$ cat src/rtl/spi_rx_pkg.sv
// Shared types and constants for the SPI slave byte receiver.
package spi_rx_pkg;

  localparam int BYTE_W                  = 8;
  localparam int IDX_W                   = 4;
  localparam int BIT_CNT_W               = 3;
  localparam int DEFAULT_MAX_FRAME_BYTES = 9;

  typedef enum logic [1:0] {
    ST_IDLE     = 2'd0,
    ST_ACTIVE   = 2'd1,
    ST_OVERFLOW = 2'd2
  } rx_state_e;

  function automatic logic [IDX_W-1:0] sat_inc(input logic [IDX_W-1:0] value,
                                               input logic [IDX_W-1:0] limit);
    return (value >= limit) ? value : value + IDX_W'(1);
  endfunction

endpackage

$ cat src/rtl/spi_sync_edge.sv
// Multi-stage synchroniser for one asynchronous input; rise/fall pulses come
// from the last stage compared against one extra registered copy.
module spi_sync_edge #(
  parameter int   SYNC_STAGES = 2,
  parameter logic RESET_VAL   = 1'b0
) (
  input  logic clk,
  input  logic rst_n,
  input  logic i_async,
  output logic o_sync,
  output logic o_rise,
  output logic o_fall
);

  logic [SYNC_STAGES-1:0] r_chain;
  logic                   r_prev;

  // NOTE: clocked state uses non-blocking assignments so every stage samples
  // the pre-edge value of its neighbour; blocking here would collapse the chain.
  always_ff @(posedge clk or negedge rst_n) begin
    if (!rst_n) begin
      r_chain <= {SYNC_STAGES{RESET_VAL}};
      r_prev  <= RESET_VAL;
    end else begin
      r_chain <= {r_chain[SYNC_STAGES-2:0], i_async};
      r_prev  <= r_chain[SYNC_STAGES-1];
    end
  end

  assign o_sync = r_chain[SYNC_STAGES-1];
  assign o_rise =  o_sync & ~r_prev;
  assign o_fall = ~o_sync &  r_prev;

endmodule

$ cat src/rtl/spi_slave_byte_rx.sv
// SPI mode-0 slave byte receiver: oversamples SCK/CS_n/MOSI in sysClk, builds
// MSB-first bytes, flags frame boundaries/errors. Define SPI_SLAVE_TX_EN for MISO.
module spi_slave_byte_rx
  import spi_rx_pkg::*;
#(
  parameter int SYNC_STAGES     = 2,
  parameter int MAX_FRAME_BYTES = DEFAULT_MAX_FRAME_BYTES
) (
  input  logic              sysClk,
  input  logic              reset_n,
  input  logic              spi_sck,
  input  logic              spi_cs_n,
  input  logic              spi_mosi,
  output logic              spi_miso,
  output logic [BYTE_W-1:0] spi_byte,
  output logic              spi_input_valid,
  output logic [IDX_W-1:0]  byte_index,
  output logic              frame_start,
  output logic              frame_end,
  output logic              frame_error,
  input  logic [BYTE_W-1:0] tx_byte,
  input  logic              tx_load,
  output logic              tx_ready
);

  localparam logic [IDX_W-1:0]     MAX_BYTES  = IDX_W'(MAX_FRAME_BYTES);
  localparam logic [2:0]           SETTLE_CYC = 3'(SYNC_STAGES + 1);
  localparam logic [BIT_CNT_W-1:0] LAST_BIT   = '1;

  logic w_sck_s_unused, w_sck_rise_raw, w_sck_fall_raw;
  logic w_cs_s_unused,  w_cs_rise_raw,  w_cs_fall_raw;
  logic w_mosi_s, w_mosi_rise_unused, w_mosi_fall_unused;

  spi_sync_edge #(.SYNC_STAGES(SYNC_STAGES), .RESET_VAL(1'b0)) u_sync_sck (
    .clk(sysClk), .rst_n(reset_n), .i_async(spi_sck),
    .o_sync(w_sck_s_unused), .o_rise(w_sck_rise_raw), .o_fall(w_sck_fall_raw)
  );

  spi_sync_edge #(.SYNC_STAGES(SYNC_STAGES), .RESET_VAL(1'b1)) u_sync_cs (
    .clk(sysClk), .rst_n(reset_n), .i_async(spi_cs_n),
    .o_sync(w_cs_s_unused), .o_rise(w_cs_rise_raw), .o_fall(w_cs_fall_raw)
  );

  spi_sync_edge #(.SYNC_STAGES(SYNC_STAGES), .RESET_VAL(1'b0)) u_sync_mosi (
    .clk(sysClk), .rst_n(reset_n), .i_async(spi_mosi),
    .o_sync(w_mosi_s), .o_rise(w_mosi_rise_unused), .o_fall(w_mosi_fall_unused)
  );

  // Edge pulses are ignored until the chains have flushed their reset values,
  // so a CS_n already low at reset release never looks like a fresh fall.
  logic [2:0] r_settle;
  logic       w_settled;

  always_ff @(posedge sysClk or negedge reset_n) begin
    if (!reset_n)                   r_settle <= '0;
    else if (r_settle != SETTLE_CYC) r_settle <= r_settle + 3'd1;
  end

  assign w_settled = (r_settle == SETTLE_CYC);

  logic w_sck_rise, w_sck_fall, w_cs_rise, w_cs_fall;
  assign w_sck_rise = w_sck_rise_raw & w_settled;
  assign w_sck_fall = w_sck_fall_raw & w_settled;
  assign w_cs_rise  = w_cs_rise_raw  & w_settled;
  assign w_cs_fall  = w_cs_fall_raw  & w_settled;

  rx_state_e            r_state,     w_state_nxt;
  logic [BIT_CNT_W-1:0] r_bit_cnt,   w_bit_cnt_nxt;
  logic [BYTE_W-1:0]    r_shift,     w_shift_nxt;
  logic [IDX_W-1:0]     r_byte_cnt,  w_byte_cnt_nxt;
  logic [IDX_W-1:0]     r_done_idx,  w_done_idx_nxt;
  logic                 r_byte_done, w_byte_done_nxt;
  logic                 r_end_pend,  w_end_pend_nxt;
  logic                 w_start_nxt, w_end_nxt, w_err_nxt;

  always_ff @(posedge sysClk or negedge reset_n) begin
    if (!reset_n) begin
      r_state     <= ST_IDLE;
      r_bit_cnt   <= '0;
      r_shift     <= '0;
      r_byte_cnt  <= '0;
      r_done_idx  <= '0;
      r_byte_done <= 1'b0;
      r_end_pend  <= 1'b0;
    end else begin
      r_state     <= w_state_nxt;
      r_bit_cnt   <= w_bit_cnt_nxt;
      r_shift     <= w_shift_nxt;
      r_byte_cnt  <= w_byte_cnt_nxt;
      r_done_idx  <= w_done_idx_nxt;
      r_byte_done <= w_byte_done_nxt;
      r_end_pend  <= w_end_pend_nxt;
    end
  end

  // NOTE: every signal driven here is given a default first; any path that
  // leaves one unassigned would infer a latch.
  always_comb begin
    w_state_nxt     = r_state;
    w_bit_cnt_nxt   = r_bit_cnt;
    w_shift_nxt     = r_shift;
    w_byte_cnt_nxt  = r_byte_cnt;
    w_done_idx_nxt  = r_done_idx;
    w_byte_done_nxt = 1'b0;
    w_end_pend_nxt  = r_end_pend;
    w_start_nxt     = 1'b0;
    w_end_nxt       = 1'b0;
    w_err_nxt       = 1'b0;

    unique case (r_state)
      ST_IDLE: begin
        if (w_cs_fall) begin
          w_start_nxt    = 1'b1;
          w_bit_cnt_nxt  = '0;
          w_byte_cnt_nxt = '0;
          w_shift_nxt    = '0;
          w_end_pend_nxt = 1'b0;
          w_state_nxt    = ST_ACTIVE;
        end
      end

      ST_ACTIVE: begin
        if (r_end_pend) begin
          // Deferred close: wait until the final byte has been strobed.
          if (!r_byte_done) begin
            w_end_nxt      = 1'b1;
            w_end_pend_nxt = 1'b0;
            w_state_nxt    = ST_IDLE;
          end
        end else begin
          if (w_sck_rise) begin
            if (r_byte_cnt == MAX_BYTES) begin
              w_state_nxt = ST_OVERFLOW;
            end else begin
              w_shift_nxt   = {r_shift[BYTE_W-2:0], w_mosi_s};
              w_bit_cnt_nxt = r_bit_cnt + BIT_CNT_W'(1);
              if (r_bit_cnt == LAST_BIT) begin
                w_byte_done_nxt = 1'b1;
                w_done_idx_nxt  = r_byte_cnt;
                w_byte_cnt_nxt  = sat_inc(r_byte_cnt, MAX_BYTES);
              end
            end
          end
          if (w_cs_rise) begin
            if (w_byte_done_nxt) begin
              w_end_pend_nxt = 1'b1;
            end else begin
              w_end_nxt     = 1'b1;
              w_err_nxt     = (w_bit_cnt_nxt != '0) || (w_state_nxt == ST_OVERFLOW);
              w_bit_cnt_nxt = '0;
              w_state_nxt   = ST_IDLE;
            end
          end
        end
      end

      ST_OVERFLOW: begin
        if (w_cs_rise) begin
          w_end_nxt     = 1'b1;
          w_err_nxt     = 1'b1;
          w_bit_cnt_nxt = '0;
          w_state_nxt   = ST_IDLE;
        end
      end

      default: w_state_nxt = ST_IDLE;
    endcase
  end

  always_ff @(posedge sysClk or negedge reset_n) begin
    if (!reset_n) begin
      spi_byte        <= '0;
      spi_input_valid <= 1'b0;
      byte_index      <= '0;
      frame_start     <= 1'b0;
      frame_end       <= 1'b0;
      frame_error     <= 1'b0;
    end else begin
      spi_input_valid <= r_byte_done;
      if (r_byte_done) begin
        spi_byte   <= r_shift;
        byte_index <= r_done_idx;
      end
      frame_start <= w_start_nxt;
      frame_end   <= w_end_nxt;
      frame_error <= w_err_nxt;
    end
  end

`ifdef SPI_SLAVE_TX_EN
  logic [BYTE_W-1:0]    r_tx_hold;
  logic [BYTE_W-1:0]    r_tx_shift;
  logic [BIT_CNT_W-1:0] r_tx_bits;
  logic                 r_tx_full;
  logic                 w_tx_accept, w_tx_xfer, w_tx_leave;

  assign w_tx_accept = tx_load && !r_tx_full;
  // Byte boundaries: frame start, and the 8th SCK fall of every byte.
  assign w_tx_xfer   = ((r_state == ST_IDLE) && w_cs_fall) ||
                       ((r_state == ST_ACTIVE) && w_sck_fall && (r_tx_bits == LAST_BIT));
  assign w_tx_leave  = (r_state != ST_IDLE) && (w_state_nxt == ST_IDLE);

  always_ff @(posedge sysClk or negedge reset_n) begin
    if (!reset_n) begin
      r_tx_hold  <= '0;
      r_tx_shift <= '0;
      r_tx_bits  <= '0;
      r_tx_full  <= 1'b0;
    end else begin
      if (w_tx_accept) r_tx_hold <= tx_byte;

      if (w_tx_accept)    r_tx_full <= 1'b1;
      else if (w_tx_xfer) r_tx_full <= 1'b0;

      if (w_tx_leave) begin
        r_tx_shift <= '0;
        r_tx_bits  <= '0;
      end else if (w_tx_xfer) begin
        r_tx_shift <= r_tx_full ? r_tx_hold : '0;
        r_tx_bits  <= '0;
      end else if ((r_state == ST_ACTIVE) && w_sck_fall) begin
        r_tx_shift <= {r_tx_shift[BYTE_W-2:0], 1'b0};
        r_tx_bits  <= r_tx_bits + BIT_CNT_W'(1);
      end
    end
  end

  assign spi_miso = r_tx_shift[BYTE_W-1];
  assign tx_ready = ~r_tx_full;
`else
  logic w_tx_unused;
  assign w_tx_unused = ^{tx_byte, tx_load, w_sck_fall};
  assign spi_miso    = 1'b0;
  assign tx_ready    = 1'b0;
`endif

endmodule

$ cat config.mk
export PLATFORM = sky130hd
export DESIGN_NAME = spi_slave_byte_rx
export DESIGN_NICKNAME = d
export VERILOG_FILES = /design/src/rtl/spi_rx_pkg.sv /design/src/rtl/spi_sync_edge.sv /design/src/rtl/spi_slave_byte_rx.sv
export SDC_FILE = /design/constraint.sdc
export NUM_CORES = 1
export LEC_CHECK = 0
export BUFFER_PORTS_ARGS = -buffer_cell sky130_fd_sc_hd__buf_2
export CORE_MARGIN = 5
export CORE_UTILIZATION = 24
export CTS_CLUSTER_DIAMETER = 50
export DETAILED_ROUTE_END_ITERATION = 16
export PLACE_DENSITY = 0.49
export SLEW_MARGIN = 10
export SYNTH_ARGS = -nofsm -noshare
export SYNTH_HDL_FRONTEND = slang
export SYNTH_SLANG_ARGS = --single-unit
export TNS_END_PERCENT = 50
$ cat constraint.sdc
create_clock -name sysClk -period 5.1 [get_ports sysClk]
set_input_delay 0.51 -clock sysClk [delete_from_list [all_inputs] [get_ports sysClk]]
set_output_delay 0.51 -clock sysClk [all_outputs]
set_load 0.01 [all_outputs]
After elaboration in Yosys (flattened, before gate mapping)
Index checks and enable logic that the tools add are counted.
Cells by class
  multiplexer cells: 58
  $add $sub $neg: 3
  magnitude comparators: 1
  bitwise operators: 11
  reductions and logical operators: 11
  equal/unequal tests: 15
Operator list (number)
  $mux 8: 4
  $mux 3: 9
  $mux 4: 6
  $mux 1: 22
  $mux 2: 10
  $pmux 8 s2: 1
  $ne 2x2->1 const B: 7
  $reduce_and 5->1: 2
  $pmux 3 s3: 1
  $pmux 4 s2: 1
  $reduce_and 7->1: 1
  $add 3x1->3 const B: 2
  $and 1x1->1: 6
  $pmux 1 s2: 3
  $pmux 2 s3: 1
  $reduce_bool 3->1: 2
  $not 1->1: 5
  $add 4x1->4 const B: 1
  $eq 2x2->1 const B: 2
  $eq 4x4->1 const B: 1
  $ge 4x4->1 const B: 1
  $reduce_and 4->1: 1
  $eq 3x2->1 const B: 1
  $eq 3x3->1 const B: 1
  other kinds (8): 8
Storage, ports and cells
  register bits: 50
  word-level logic and storage cells: 118
  output and inout port bits: 18

Depth between registers and ports, before layout
Gate-level depths: netlist of run 1.
  depth after elaboration: 12
  depth in mapped cells: 7
  depth with buffers taken out: 6

Modules after synthesis
Synthesis of run 1 repeated with hierarchy kept, for this count alone.
Unflattened totals
  cells, all modules: 204
  area, all modules: 2343.5 sq um
Modules (own cells, without submodules)
  spi_slave_byte_rx: area each 2069.5 sq um, cells an instance 189, times used 1
  spi_sync_edge (u_sync_mosi ...): area each 90.1 sq um, cells an instance 5, times used 2
  spi_sync_edge (u_sync_cs): area each 93.8 sq um, cells an instance 5, times used 1

Worst setup path before layout of run 1
Ideal clock, no wire load.
  kind: register to register
  start: register r_byte_cnt[0]
  end: register r_byte_cnt[0]
  library setup time: 126 ps
  cell stages (with the launch flop): 6
  data required time: 4974 ps
  setup slack: 2959 ps
  data arrival time: 2015 ps
  cells stage by stage: dfrtp_1 ha_1 or3b_4 a2111oi_4 o21ai_2 a221o_1
Between the ends
  cells in the longest elaborated chain, start to end: 7
Ends and longest elaborated chain
  start, declared: RTL line spi_slave_byte_rx.sv:70  | logic [IDX_W-1:0] r_byte_cnt, w_byte_cnt_nxt;
  start signal, assigned: RTL line spi_slave_byte_rx.sv:89  | r_byte_cnt <= w_byte_cnt_nxt;
  $add 4x1->4: RTL line spi_rx_pkg.sv:17  | return (value >= limit) ? value : value + IDX_W'(1);
  $mux 4: RTL line spi_rx_pkg.sv:17
  $mux 4: RTL line spi_slave_byte_rx.sv:137  | if (r_bit_cnt == LAST_BIT) begin
  $mux 4: RTL line spi_slave_byte_rx.sv:132  | if (r_byte_cnt == MAX_BYTES) begin
  $mux 4: RTL line spi_slave_byte_rx.sv:131  | if (w_sck_rise) begin
  $mux 4: RTL line spi_slave_byte_rx.sv:123  | if (r_end_pend) begin
  $pmux 4 s2: RTL line spi_slave_byte_rx.sv:110  | unique case (r_state)
Parallel ways exist; a longest one is shown, timed or not. The select of a mux whose other input is x is not followed.
A chain may end at the register's enable or synchronous reset.

Final worst setup path of run 1
  start: register r_state[1]
  end: register r_shift[0]
Between the ends
  cells in the longest elaborated chain, start to end: 3
Ends and longest elaborated chain
  start, declared: RTL line spi_slave_byte_rx.sv:67  | rx_state_e r_state, w_state_nxt;
  start signal, assigned: RTL line spi_slave_byte_rx.sv:86  | r_state <= w_state_nxt;
  $eq 2x1->1 or $logic_not 2->1 (tied branches): RTL line spi_slave_byte_rx.sv:110
  $ne 2x2->1 (no source line) or $reduce_bool 2->1 (tied branches)
  $reduce_and 5->1 (no source line)
  end signal, assigned: RTL line spi_slave_byte_rx.sv:88  | r_shift <= w_shift_nxt;
  end, declared: RTL line spi_slave_byte_rx.sv:69  | logic [BYTE_W-1:0] r_shift, w_shift_nxt;
Parallel ways exist; a longest one is shown, timed or not.

==> results of run 1 <==
## flip-flops by register name, indices dropped and copies added, names as in the netlist, 2 cells and up
signal and cells:
r_settle 3, r_shift 8, r_byte_cnt 4, u_sync_sck.r_chain 2
spi_byte 8, r_done_idx 4, r_bit_cnt 3, u_sync_cs.r_chain 2
u_sync_mosi.r_chain 2, r_state 2, byte_index 4
## Yosys cell counts (2+ instances only)
| master | number |
|---|---|
| nand3b_1 | 5 |
| o221a_2 | 4 |
| a21oi_1 | 2 |
| and2_1 | 2 |
| a221o_1 | 2 |
| mux2_2 | 18 |
| and3b_1 | 3 |
| and3_1 | 2 |
| nor3_1 | 2 |
| dfrtp_1 | 47 |
| dfstp_2 | 3 |
| a22o_1 | 11 |
| buf_4 | 2 |
| or4bb_1 | 2 |
| nand2_1 | 8 |
| ha_1 | 11 |
| nor2_1 | 11 |
| o21ai_0 | 10 |
| a31oi_1 | 4 |
| clkbuf_1 | 5 |
| inv_1 | 7 |
## area by class of cell
type                            count  area share
Clock buffer                        6      0.0303
Multi-Input combinational cell    125       0.377
Clock inverter                      2      0.0220
Sequential cell                    50       0.461
Timing Repair Buffer               21      0.0395
Inverter                            7     0.00965
Tap cell                          133      0.0611
## power breakdown
| group | switching [mW] | internal (mW) |
|---|---|---|
| Sequential | 0.0405 | 0.442 |
| Clock | 0.132 | 0.209 |
| Combinational | 0.140 | 0.115 |
| Total | 0.313 | 0.767 |
## cells by family (layout without fill, tap and decap cells)
group / count (synthesis) / after routing / share of synthesized area
AND/OR/NAND/NOR: 47 / 47 / 0.124
other: 1 / 2 / 0.00160
adder cells (fa/ha/maj): 11 / 11 / 0.0588
flip-flops: 50 / 50 / 0.536
multiplexers: 19 / 19 / 0.0908
AO/OA/AOI/OAI: 45 / 45 / 0.157
XOR/XNOR: 1 / 1 / 0.00374
buffers and inverters: 15 / 36 / 0.0278
## per-stage QoR
step | util | hold slack [ns]
finish | 0.283 | 0.298
global placement | 0.268 | 0.335
detailed placement | 0.268 | 0.336
global route | 0.283 | 0.277
CTS | 0.283 | 0.280
floorplan | - | 0.214
## routing by layer
metal  routed length [µm]  GRT usage  vias up  part of all wire
li1                     -          -      740                 -
met1                 2140      0.107      763              0.49
met2                 2000      0.124       25              0.46
met3                  199     0.0225        5             0.045
met4                   57     0.0334        0             0.013
met5                    0          0        -                 0
## worst max path at each step
stage                    endpoint  slack (ns)  depth (start not counted)
finish                 r_shift[0]        2.19                          6
global route           r_shift[3]        1.90                          6
CTS                    r_shift[0]        2.20                          6
detailed placement     r_shift[0]        2.23                          6
global placement       r_shift[0]        2.22                          6
floorplan           r_byte_cnt[0]        2.96                          5
==> results by group, run 1 <==
Die
  • Die height: between 100 and 150 µm
  • FP Rows: 36
  • I/O Pins: 32
  • Die Area: between 10000 and 15000 µm²
  • Die Wd: between 100 and 150 µm
  • Initial core utilization: 0.243
  • Core area: 9640 µm²

Detailed routing
  • Detailed Routing Iterations Pass 1: 4
  • Routed Antenna Nets: 0
  • Initial DRC count: 40
  • Vias per cell: 4.46
  • DRC viols: 0
  • Routed length per instance: 12.8 µm
  • Via count: 1533
  • Final wirelength: 4400 µm

Final layout
  • Area of the multi-input gates: 1030 µm²
  • Area grow syn2layout: 16.3%
  • Fin nets: 235
  • Sequential Area: 1250 µm²
  • Post-route cell area: 2720 µm²
  • Ratio of cells with drive above 1 in the final layout: 0.294
  • Number of fill cells: 1046
  • Commonest non-fill, non-tap cells in the layout: 47 x dfrtp_1, 20 x buf_2, 18 x mux2_2
  • Finished Layout Cells: 344
  • Commonest non-fill, non-tap cell in the layout: dfrtp_1
  • Diodes inserted: 0

Critical path
  • Crit path max fanout: 17
  • Crit end category: flip-flop
  • Worst path slowest cell: nor3_1
  • WP buf/inv: 1
  • Flop2flop setup slack: 2.19 ns
  • CP Cell Sequence: inv_1 > ha_1 > nand2b_1 > nor3_1 > o21ai_0 > a22o_1
  • Kind of cell adding the most delay to the critical path: simple AND/OR/NAND/NOR gates
  • Reg2reg path depth: 6
  • Critical Path Start Type: flip-flop
  • Largest stage delay, worst path: 0.73 ns
  • R2R Path End: r_shift[0]
  • Crit path kind: flip-flop to flip-flop
  • CP required: 5.29 ns
  • Critical path origin: r_state[1]
  • CP arrival: 3.10 ns
  • Reg2Reg Launch Point: r_state[1]

GRT
  • Global-route wire length before repair: approximately 7500 µm
  • Total global routing overflow: 0
  • Largest net degree at the start of global routing: between 50 and 60
  • GR Util All Layers: 0.0807
  • Initial antenna violation count: 0
  • Vias in the first global route: between 1.5k and 2k

Logic synthesis
  • Gate Count Post-Synth: 189
  • Area share of the largest cell type after synthesis: 0.502
  • Mean post-synth cell area: 12.4 µm²
  • Synth area leader: dfrtp_1
  • Ranking of synthesized cells by area: dfrtp_1 50%, mux2_2 8.7%, ha_1 5.9%
  • Async SR Flop Fraction: 1.00
  • Yosys cell types: 49
  • Synthesized flop and latch total: 50
  • Post-synth EDFFs: 0
  • Sequential area share after synthesis: 0.536
  • Most used DFF post-synth: dfrtp_1
  • Syn Std Cell Area: between 2000 and 2500 µm²
  • Syn. warnings: 0

Timing
  • Max Freq: 343 MHz
  • Setup TNS: 0 ns
  • RSZ-0062 raised after global routing: no
  • Worst slew pin tran: 0.830 ns
  • Slew Viols, Final: 0
  • Clk_skew: 0.00777 ns
  • PnR worst setup slack: between 2 and 2.5 ns
  • Relative slew slack: 0.442
  • Final Setup Violations: 0
  • Final hold vios: 0
  • Period utilization: 0.571
  • Final worst path period need: 2.91 ns

Power and ir drop
  • Post-layout power: roughly 1.1 mW
  • Peak supply drop: approximately 0.17 mV
  • Cell Pwr Density: 396 nW/µm²
  • P_leak: 1.28 nW

Clock network
  • Clock transition at the registers of the reported paths: 0.09 ns
  • Post-CTS Setup Repair Bufs: 0
  • CTS Hold Bufs: 0
  • Max Buffers Root-to-Sink: 2
  • CTS Root Cell: clkbuf_8
  • Clk Latency, worst-skew pair: 0.30 ns
  • H-tree levels: 2
  • CTS Buf Count: 5
  • Clock Sink Count: 50
  • CTS tree: built
  • Post-cts sizing count: 0

Placed design
  • Port bufs: 20
  • DP Cell Count: 336
  • DP Worst Slack: roughly 2.2 ns
  • HPWL after DPL: 3010 µm
  • DP Area: 2580 µm²
  • RD Place Congestion: 0.797

Hold path
  • Worst hold path class: input pin to asynchronous set/reset pin

Flow run
  • Max Cap Viol: 0

Status
  • Run status: completed
Note: power is estimated with default switching activity, not from simulation.
==> run 2: changes to the inputs <==
Settings changed: PLACE_DENSITY 0.49 to 0.5.
Clock period 5.1 ns to 2.4 ns, I/O delays scaled along.
==> run 2 against run 1 <==
  * Count of clock-buffer cells in the layout up 1
  * Critical path depth up 1
  * Core utilization up 0.35 points
  * Setup slack worse by 2.0 ns
  * Largest power group unchanged
  * Clock power up 48%
  * Clock skew down 0.00073 ns
  * Die area unchanged
  * Sequential share of layout area down 0.56 points
  * Wire length up 1.5%
==> results by group, run 2 (synthesized netlist as in run 1, its figures left out) <==
GRT
  • Total global routing overflow: 0 (unchanged)
  • Vias in the first global route: 1564 (was 1561)
  • Initial antenna violation count: 0 (unchanged)
  • Largest net degree at the start of global routing: 29 (was 51)
  • Global-route wire length before repair: 7770 µm (was 7530 µm)
  • GR Util All Layers: 0.0835 (was 0.0807)

Clock network
  • CTS Hold Bufs: 1 (was 0)
  • Max Buffers Root-to-Sink: 2 (unchanged)
  • Post-cts sizing count: 0 (unchanged)
  • Clock Sink Count: 50 (unchanged)
  • Clk Latency, worst-skew pair: 0.30 ns (about the same)
  • CTS Buf Count: 5 (unchanged)
  • CTS Root Cell: clkbuf_8 (unchanged)
  • Clock transition at the registers of the reported paths: 0.09 ns (about the same)
  • Post-CTS Setup Repair Bufs: 0 (unchanged)
  • CTS tree: built (unchanged)
  • H-tree levels: 2 (unchanged)

Critical path
  • R2R Path End: r_byte_cnt[0] (was r_shift[0])
  • Setup crit end: r_byte_cnt[0] (was r_shift[0])
  • Critical Path Start Type: flip-flop (unchanged)
  • Crit end category: flip-flop (unchanged)
  • CP arrival: 2.43 ns (was 3.10 ns)
  • Flop2flop setup slack: 0.17 ns (was 2.19 ns)
  • CP required: 2.59 ns (was 5.29 ns)
  • Crit path kind: flip-flop to flip-flop (unchanged)
  • Largest stage delay, worst path: 0.51 ns (was 0.73 ns)
  • Reg2reg path depth: 7 (was 6)
  • Critical path origin: r_byte_cnt[1] (was r_state[1])
  • Reg2Reg Launch Point: r_byte_cnt[1] (was r_state[1])
  • Crit path max fanout: 5 (was 17)
  • Worst path slowest cell: a2111oi_4 (was nor3_1)
  • CP Cell Sequence: inv_1 > ha_1 > or3b_4 > a2111oi_4 > buf_4 > nor2_1 > a221o_1 (was inv_1 > ha_1 > nand2b_1 > nor3_1 > o21ai_0 > a22o_1)

Placed design
  • HPWL after DPL: 3240 µm (was 3010 µm)
  • DP Area: 2660 µm² (was 2580 µm²)
  • DP Cell Count: 346 (was 336)
  • DP Worst Slack: 0.167 ns (was 2.23 ns)
  • Port bufs: 20 (unchanged)
  • RD Place Congestion: 0.854 (was 0.797)

Detailed routing
  • Initial DRC count: 56 (was 40)
  • Routed Antenna Nets: 0 (unchanged)
  • Final wirelength: 4470 µm (was 4400 µm)
  • Via count: 1551 (was 1533)
  • DRC viols: 0 (unchanged)
  • Vias per cell: 4.37 (was 4.46)
  • Routed length per instance: 12.6 µm (was 12.8 µm)
  • Detailed Routing Iterations Pass 1: 4 (unchanged)

Final layout
  • Largest registers: r_shift (8), spi_byte (8) (unchanged)
  • Diodes inserted: 0 (unchanged)
  • Finished Core Util: 0.286 (was 0.283)
  • Ratio of cells with drive above 1 in the final layout: 0.320 (was 0.294)
  • Commonest non-fill, non-tap cells in the layout: 47 x dfrtp_1, 20 x buf_2, 18 x mux2_2 (unchanged)
  • Commonest non-fill, non-tap cell in the layout: dfrtp_1 (unchanged)
  • Finished Layout Cells: 355 (was 344)
  • Area grow syn2layout: 17.7% (was 16.3%)
  • Number of fill cells: 1043 (was 1046)
  • Post-route cell area: 2760 µm² (was 2720 µm²)
  • Fin nets: 246 (was 235)

Timing
  • Final hold vios: 0 (unchanged)
  • Final worst path period need: 2.23 ns (was 2.91 ns)
  • Fin Hold WS: 0.0353 ns (was 0.298 ns)
  • Max Freq: 447 MHz (was 343 MHz)
  • Relative slew slack: 0.648 (was 0.442)
  • PnR worst setup slack: 0.165 ns (was 2.19 ns)
  • Setup TNS: 0 ns (unchanged)
  • Period utilization: 0.931 (was 0.571)
  • Slew Viols, Final: 0 (unchanged)
  • Clk_skew: 0.00704 ns (was 0.00777 ns)
  • RSZ-0062 raised after global routing: no (unchanged)
  • Final Setup Violations: 0 (unchanged)
  • Worst slew pin tran: 0.528 ns (was 0.830 ns)

Flow run
  • Max Cap Viol: 0 (unchanged)

Hold path
  • Worst hold path class: input pin to flip-flop (was input pin to asynchronous set/reset pin)

Die
  • Core area: 9640 µm² (unchanged)
  • I/O Pins: 32 (unchanged)
  • Die Area: 11800 µm² (unchanged)
  • Die height: 109 µm (unchanged)
  • Initial core utilization: 0.243 (unchanged)
  • Die Wd: 109 µm (unchanged)
  • FP Rows: 36 (unchanged)

Power and ir drop
  • Cell Pwr Density: 760 nW/µm² (was 396 nW/µm²)
  • Peak supply drop: 0.267 mV (was 0.173 mV)
  • Post-layout power: 2.10 mW (was 1.08 mW)
  • P_leak: 1.31 nW (was 1.28 nW)

Status
  • Run status: completed (unchanged)
==> run 2: changes by cell type in the layout (fill, tap and decap cells not counted) <==
cell | previous run | this run
clkinv_2 | 0 | 1
clkbuf_1 | 0 | 1
bufinv_16 | 2 | 0
buf_4 | 1 | 11
dlygate4sd3_1 | 0 | 1
==> run 2: layout make-up <==
cell class	count	area, µm²	area share
Clock buffer	7	86.3	0.0313
Clock inverter	1	5.00	0.00181
Inverter	7	26.3	0.00953
Multi-Input combinational cell	125	1030	0.372
Sequential cell	50	1250	0.455
Tap cell	133	166	0.0603
Timing Repair Buffer	32	193	0.0699
==> run 2: critical path: cells and delay by family, from the launching register on <==
family,cells,cell delay (ns)
flip-flops,1,0.41
buffers and inverters,2,0.30
AO/OA/AOI/OAI,2,0.76
AND/OR/NAND/NOR,2,0.43
adder cells (fa/ha/maj),1,0.21
==> run 2: metal layers <==
layer,up-vias,GRT usage,wire [µm],share of wire
met5,-,0,0,0
met4,0,0.0307,73,0.016
met3,7,0.0249,149,0.033
met2,19,0.124,2000,0.45
met1,759,0.115,2250,0.50
li1,766,-,-,-
==> run 2: worst min-delay path by stage <==
stage	startpoint	end	slack, ns	cells past startpoint
6_report	spi_cs_n	u_sync_cs.r_chain[0]	0.04	1
5_1_grt	spi_cs_n	u_sync_cs.r_chain[0]	0.006	1
4_1_cts	spi_cs_n	u_sync_cs.r_chain[0]	0.02	1
3_5_place_dp	reset_n	spi_byte[2]	0.25	2
3_3_place_gp	reset_n	spi_byte[2]	0.24	2
2_1_floorplan	reset_n	byte_index[0]	-0.06	0
==> run 2: power by group <==
group          internal (mW)  switching [mW]  leakage (nW)
Clock                  0.233           0.272        0.0482
Combinational          0.265           0.301         0.608
Sequential             0.939          0.0856         0.651
